### config.mk
export PLATFORM = sky130hd
export DESIGN_NAME = mmu_bus_responder
export DESIGN_NICKNAME = d
export VERILOG_FILES = /design/src/rtl/mmu_bus_responder.sv
export SDC_FILE = /design/constraint.sdc
export NUM_CORES = 1
export LEC_CHECK = 0
export CORE_AREA = 8 8 316 318
export DETAILED_ROUTE_END_ITERATION = 8
export DIE_AREA = 0 0 324 326
export PLACE_DENSITY = 0.65
export SLEW_MARGIN = 20
export SYNTH_ARGS = -nofsm -noshare
export SYNTH_HDL_FRONTEND = slang
export SYNTH_SLANG_ARGS = --single-unit
### constraint.sdc
create_clock -name clk -period 7.5 [get_ports clk]
set_input_delay 1.5 -clock clk [delete_from_list [all_inputs] [get_ports clk]]
set_output_delay 1.5 -clock clk [all_outputs]
set_load 0.01 [all_outputs]
### src/rtl/mmu_bus_responder.sv
// mmu_bus_responder
// Responder end of the CPU memory bus: decodes HRAM, the interrupt flag and
// enable registers and the OAM DMA register, and passes every other address
// to the external memory port. It also runs the 160-byte OAM DMA copy to
// FE00, blocking the CPU's view of external memory while the copy runs.

module mmu_bus_responder (
  input  logic        clk,
  input  logic        rst,
  input  logic [15:0] addr_select,
  input  logic        write_enable,
  input  logic [7:0]  write_value,
  output logic [7:0]  read_out,
  input  logic [4:0]  irq_req,
  output logic [7:0]  mmio_reg_IF,
  output logic [7:0]  mmio_reg_IE,
  output logic [15:0] ext_addr,
  output logic [7:0]  ext_wdata,
  output logic        ext_we,
  input  logic [7:0]  ext_rdata,
  output logic        dma_active
);

  localparam logic [15:0] ADDR_IF        = 16'hFF0F;
  localparam logic [15:0] ADDR_DMA       = 16'hFF46;
  localparam logic [15:0] ADDR_IE        = 16'hFFFF;
  localparam logic [15:0] ADDR_HRAM_LO   = 16'hFF80;
  localparam logic [15:0] ADDR_HRAM_HI   = 16'hFFFE;
  localparam logic [15:0] ADDR_OAM       = 16'hFE00;
  localparam logic [7:0]  DMA_LAST_IDX   = 8'd159;

  typedef enum logic [1:0] {
    ST_IDLE   = 2'd0,
    ST_DMA_RD = 2'd1,
    ST_DMA_WR = 2'd2
  } dma_state_e;

  // Region decode
  logic sel_hram_s;
  logic sel_if_s;
  logic sel_dma_s;
  logic sel_ie_s;
  logic sel_ext_s;
  logic [6:0] hram_idx_s;

  // Register state
  logic [7:0]  read_out_q, read_out_d;
  logic [4:0]  if_q, if_d;
  logic [7:0]  ie_q, ie_d;
  logic [7:0]  dma_reg_q, dma_reg_d;
  logic [7:0]  idx_q, idx_d;
  logic [7:0]  dma_buf_q, dma_buf_d;
  dma_state_e  state_q, state_d;
  logic [7:0]  hram_q [0:126];

  // Combinational helpers
  logic        cpu_wr_dma_s;
  logic        hram_we_s;
  logic [15:0] src_s;
  dma_state_e  fsm_state_s;
  logic [7:0]  fsm_idx_s;
  logic [15:0] ext_addr_s;
  logic [7:0]  ext_wdata_s;
  logic        ext_we_s;
  logic        dma_active_s;

  // HRAM occupies FF80..FFFE, so the low seven address bits index it directly.
  assign hram_idx_s   = addr_select[6:0];
  assign cpu_wr_dma_s = write_enable & sel_dma_s;
  assign hram_we_s    = write_enable & sel_hram_s;
  assign src_s        = {dma_reg_q, 8'h00};

  // Address decode: exactly one region select is high for any address
  always_comb begin
    sel_hram_s = 1'b0;
    sel_if_s   = 1'b0;
    sel_dma_s  = 1'b0;
    sel_ie_s   = 1'b0;
    sel_ext_s  = 1'b0;
    if ((addr_select >= ADDR_HRAM_LO) && (addr_select <= ADDR_HRAM_HI)) begin
      sel_hram_s = 1'b1;
    end else if (addr_select == ADDR_IF) begin
      sel_if_s = 1'b1;
    end else if (addr_select == ADDR_DMA) begin
      sel_dma_s = 1'b1;
    end else if (addr_select == ADDR_IE) begin
      sel_ie_s = 1'b1;
    end else begin
      sel_ext_s = 1'b1;
    end
  end

  // DMA sequencer and external port mux; a CPU write to FF46 overrides the
  // sequencer so a running copy restarts from index 0 with the new source
  always_comb begin
    fsm_state_s  = state_q;
    fsm_idx_s    = idx_q;
    dma_buf_d    = dma_buf_q;
    ext_addr_s   = addr_select;
    ext_wdata_s  = write_value;
    ext_we_s     = write_enable & sel_ext_s;
    dma_active_s = 1'b0;
    case (state_q)
      ST_IDLE: begin
        fsm_state_s = ST_IDLE;
      end
      ST_DMA_RD: begin
        dma_active_s = 1'b1;
        ext_addr_s   = src_s + {8'h00, idx_q};
        ext_wdata_s  = dma_buf_q;
        ext_we_s     = 1'b0;
        dma_buf_d    = ext_rdata;
        fsm_state_s  = ST_DMA_WR;
      end
      ST_DMA_WR: begin
        dma_active_s = 1'b1;
        ext_addr_s   = ADDR_OAM + {8'h00, idx_q};
        ext_wdata_s  = dma_buf_q;
        ext_we_s     = 1'b1;
        fsm_idx_s    = idx_q + 8'd1;
        fsm_state_s  = (idx_q < DMA_LAST_IDX) ? ST_DMA_RD : ST_IDLE;
      end
      default: begin
        fsm_state_s = ST_IDLE;
      end
    endcase
    state_d = cpu_wr_dma_s ? ST_DMA_RD : fsm_state_s;
    idx_d   = cpu_wr_dma_s ? 8'd0 : fsm_idx_s;
  end

  // CPU-visible register next state and read data mux
  always_comb begin
    ie_d      = (write_enable & sel_ie_s) ? write_value : ie_q;
    dma_reg_d = cpu_wr_dma_s ? write_value : dma_reg_q;
    // An interrupt request in the same cycle as a CPU write still sets its bit.
    if_d      = ((write_enable & sel_if_s) ? write_value[4:0] : if_q) | irq_req;
    if (sel_hram_s) begin
      read_out_d = hram_q[hram_idx_s];
    end else if (sel_if_s) begin
      read_out_d = {3'b111, if_q};
    end else if (sel_ie_s) begin
      read_out_d = ie_q;
    end else if (sel_dma_s) begin
      read_out_d = dma_reg_q;
    end else begin
      read_out_d = dma_active_s ? 8'hFF : ext_rdata;
    end
  end

  // State registers with asynchronous active-low clear
  always_ff @(posedge clk or negedge rst) begin
    if (!rst) begin
      read_out_q <= 8'h00;
      if_q       <= 5'h00;
      ie_q       <= 8'h00;
      dma_reg_q  <= 8'h00;
      idx_q      <= 8'h00;
      dma_buf_q  <= 8'h00;
      state_q    <= ST_IDLE;
    end else begin
      read_out_q <= read_out_d;
      if_q       <= if_d;
      ie_q       <= ie_d;
      dma_reg_q  <= dma_reg_d;
      idx_q      <= idx_d;
      dma_buf_q  <= dma_buf_d;
      state_q    <= state_d;
    end
  end

  // HRAM storage keeps its contents through reset
  always_ff @(posedge clk) begin
    if (hram_we_s) begin
      hram_q[hram_idx_s] <= write_value;
    end
  end

  assign read_out    = read_out_q;
  assign mmio_reg_IF = {3'b000, if_q};
  assign mmio_reg_IE = ie_q;
  assign ext_addr    = ext_addr_s;
  assign ext_wdata   = ext_wdata_s;
  assign ext_we      = ext_we_s;
  assign dma_active  = dma_active_s;

endmodule

==> results.md <==
- Sink Count: ~1100
- First-pass GRT wire length: 187 mm
- Most common cell after layout, fill and taps aside: edfxtp_1
- Vias per inst: 6.47
- Fin crit period: 5.90 ns
- Synth-to-Final Area Change: 13.4%
- Asr flop ratio synth: 0.0442
- CTS tree: yes
- Post-synthesis instance total: roughly 2600
- Crit share post-route: 0.786
- Max-Slew Margin vs Limit: 0.226
- M1 wire length: approximately 48 mm
- Port buffer count: 86
- Slew Viols, Final: 0
- CP Class: in2out
- Yosys reg bits: 1063
- Total design power: 12600 uW
- Ys Warns: 0
- IO Pins: 90
- Root Driver: clkbuf_16
- Routed wl met3: 15.2 mm
- Fin Clk Skew: approximately 0.026 ns
- Setup ws final: 1.60 ns
- Setup crit end kind: output port
- DIE WIDTH: approximately 320 um
- RSZ-0062 raised after global routing: false
- Post-DP Area: 44500 um^2
- # Post-CTS Setup Buffers: 0
- Max Used Layer: met5
- Most frequent cells in the layout: edfxtp_1, nor2_1, mux2i_1
- Yosys top cell area share: 0.720
- Mapped cell area: 42400 um^2
- Fin Setup TNS: 0 ns
- Slew @ Worst Pin: 1.16 ns
- Initial antenna violation count: 6
- Post-layout nets: 2732
- Post-DP HPWL: 80.1 mm
- Pwr/cell area: 262 nW/um^2
- Vias in the first global route: 25972
- Cts hold-fix bufs: 0
- Largest net degree at the start of global routing: 125
- Worst slack, placed: between 1.5 and 2 ns
- Max-Cap Viols: 0
- CP Max Fanout: 18
- CTS clk-pin slew, worst paths: 0.06 ns
- Total GRT Usage: 0.241
- Outcome: completed
- CP startpoint kind: input pin
- Hold WC Path Type: reg2reg
- H-Tree Depth: 3
- Site Rows: roughly 110
- VDD IR max: 200 uV
- Design area: 48000 um^2
- Area leader, netlist: edfxtp_1
- Final setup viols: 0
- Cell variety after synth: 85
- Top FF cell, synth: edfxtp_1
- Sequential fraction of the synthesis area: 0.748
- CP arrival: 4.40 ns
- DR WL/cell: 32.4 um
- Pleak: 0.0154 uW
- Total gr overflow: 0
- Post-synthesis area per instance: roughly 16 um^2
- Drc violations: 0
- Drt pass-1 iters: 6
- Final Hold Fails: 0
- DR WL met2: 60.9 mm
- Core Area: 94400 um^2
- Final wirelength: 131 mm
- Clk buf depth: 3
- Initial Util: 0.448
- Number of routed nets with antenna violations: 0
- Die footprint: 106000 um^2
- Worst-skew pair later-pin latency: 0.67 ns
- Number of synthesized flops with an enable pin: between 1000 and 1500
- Last weighted congestion value of the routability-driven placer: slightly above 0.9
- Largest cells by area after synthesis: edfxtp_1, mux2_2, mux2i_1
- DR vias: 26184
- Worst EP required: 6.00 ns
- Flop2flop setup slack: around 4.5 ns
- Layout cell share with drive strength beyond 1: 0.148
- Post-cts sizing count: 0
- Detailed router's first-iteration violation count: around 3900
- Cts bufs inserted: 105
- F_max: 170 MHz
- Die H: 326 um
[state kept, by name (all words and copies together), names as in the netlist]
name,cells
hram_q,1016
dma_buf_q,8
dma_reg_q,8
idx_q,8
mmio_reg_IE,8
read_out,8
if_q,5
state_q,2
[where the power goes]
| part | switching [uW] | internal [uW] | leakage (uW) |
|---|---|---|---|
| logic | 525 | 201 | 0.00397 |
| registers | 3.43 | 6500 | 0.00972 |
| clock network | 2210 | 3140 | 0.00170 |
| total | 2730 | 9840 | 0.0154 |
[cell usage after synthesis (12+ instances only)]
cell type,number
a22oi_1,93
nand2_1,109
nor2_1,229
a211oi_1,18
buf_1,12
nand3_1,30
mux2_2,110
buf_4,29
o21ai_0,97
mux2i_1,120
clkbuf_1,72
a31oi_1,12
buf_6,12
buf_2,59
a21oi_1,110
o22ai_1,19
a22o_1,18
dfrtp_1,47
nand4_1,13
edfxtp_1,1016
a221o_1,27
o221ai_1,25
mux4_2,26
a221oi_1,103
[worst max-delay path: stages]
cell,delay (ns)
clkdlybuf4s50_1,0.52
nand4_1,0.42
nand2b_1,0.42
nor4_4,0.74
nand3b_1,0.20
o31ai_1,0.09
clkdlybuf4s50_1,0.51
[kinds of logic after synthesis]
kind of cell             count (synthesis)  synth area share
flip-flops                            1063             0.748
buffers and inverters                  195            0.0237
AND/OR/NAND/NOR                        464            0.0492
adder cells (fa/ha/maj)                  4           0.00118
XOR/XNOR                                 7           0.00145
AO/OA/AOI/OAI                          607             0.103
other                                    1         0.0000885
multiplexers                           261            0.0729
[per-stage QoR]
stage	hold WS, ns	utilization	cells
after floorplan	0.477	-	2604
after global placement	0.485	0.471	3846
after detailed placement	0.497	0.471	3846
after CTS	0.511	0.508	4042
after global routing	0.529	0.508	4042
final	0.509	0.508	4048
[final timing paths]
path | startpoint | endpoint | depth (start not counted)
setup / recovery | addr_select[5] | ext_we | 7
hold / removal | dma_buf_q[6]$_DFFE_PN0N_ | dma_buf_q[6]$_DFFE_PN0N_ | 1
setup reg to reg | state_q[0]$_DFF_PN0_ | read_out[5]$_DFF_PN0_ | 8
hold reg to reg | dma_buf_q[6]$_DFFE_PN0N_ | dma_buf_q[6]$_DFFE_PN0N_ | 1
max in group asynchronous | rst | if_q[0]$_DFF_PN0_ | 1
min in group asynchronous | rst | dma_buf_q[2]$_DFFE_PN0N_ | 1
[per-layer routing]
layer,track usage,vias to the layer above
met1,0.316,13274
met4,0.111,2
met2,0.375,1913
met3,0.0639,353
met5,0,-
li1,-,10642
[cell type report]
type | instances | area, um^2
well taps | 1265 | 1580
clock inverters | 58 | 628
repair buffers | 161 | 1440
diodes | 6 | 15.0
clock buffers | 138 | 2870
fillers | 7693 | 46400
flip-flops and latches | 1063 | 31700
multi-input cells | 1346 | 9740
inverters | 11 | 41.3
Note: power is estimated with default switching activity, not from simulation.
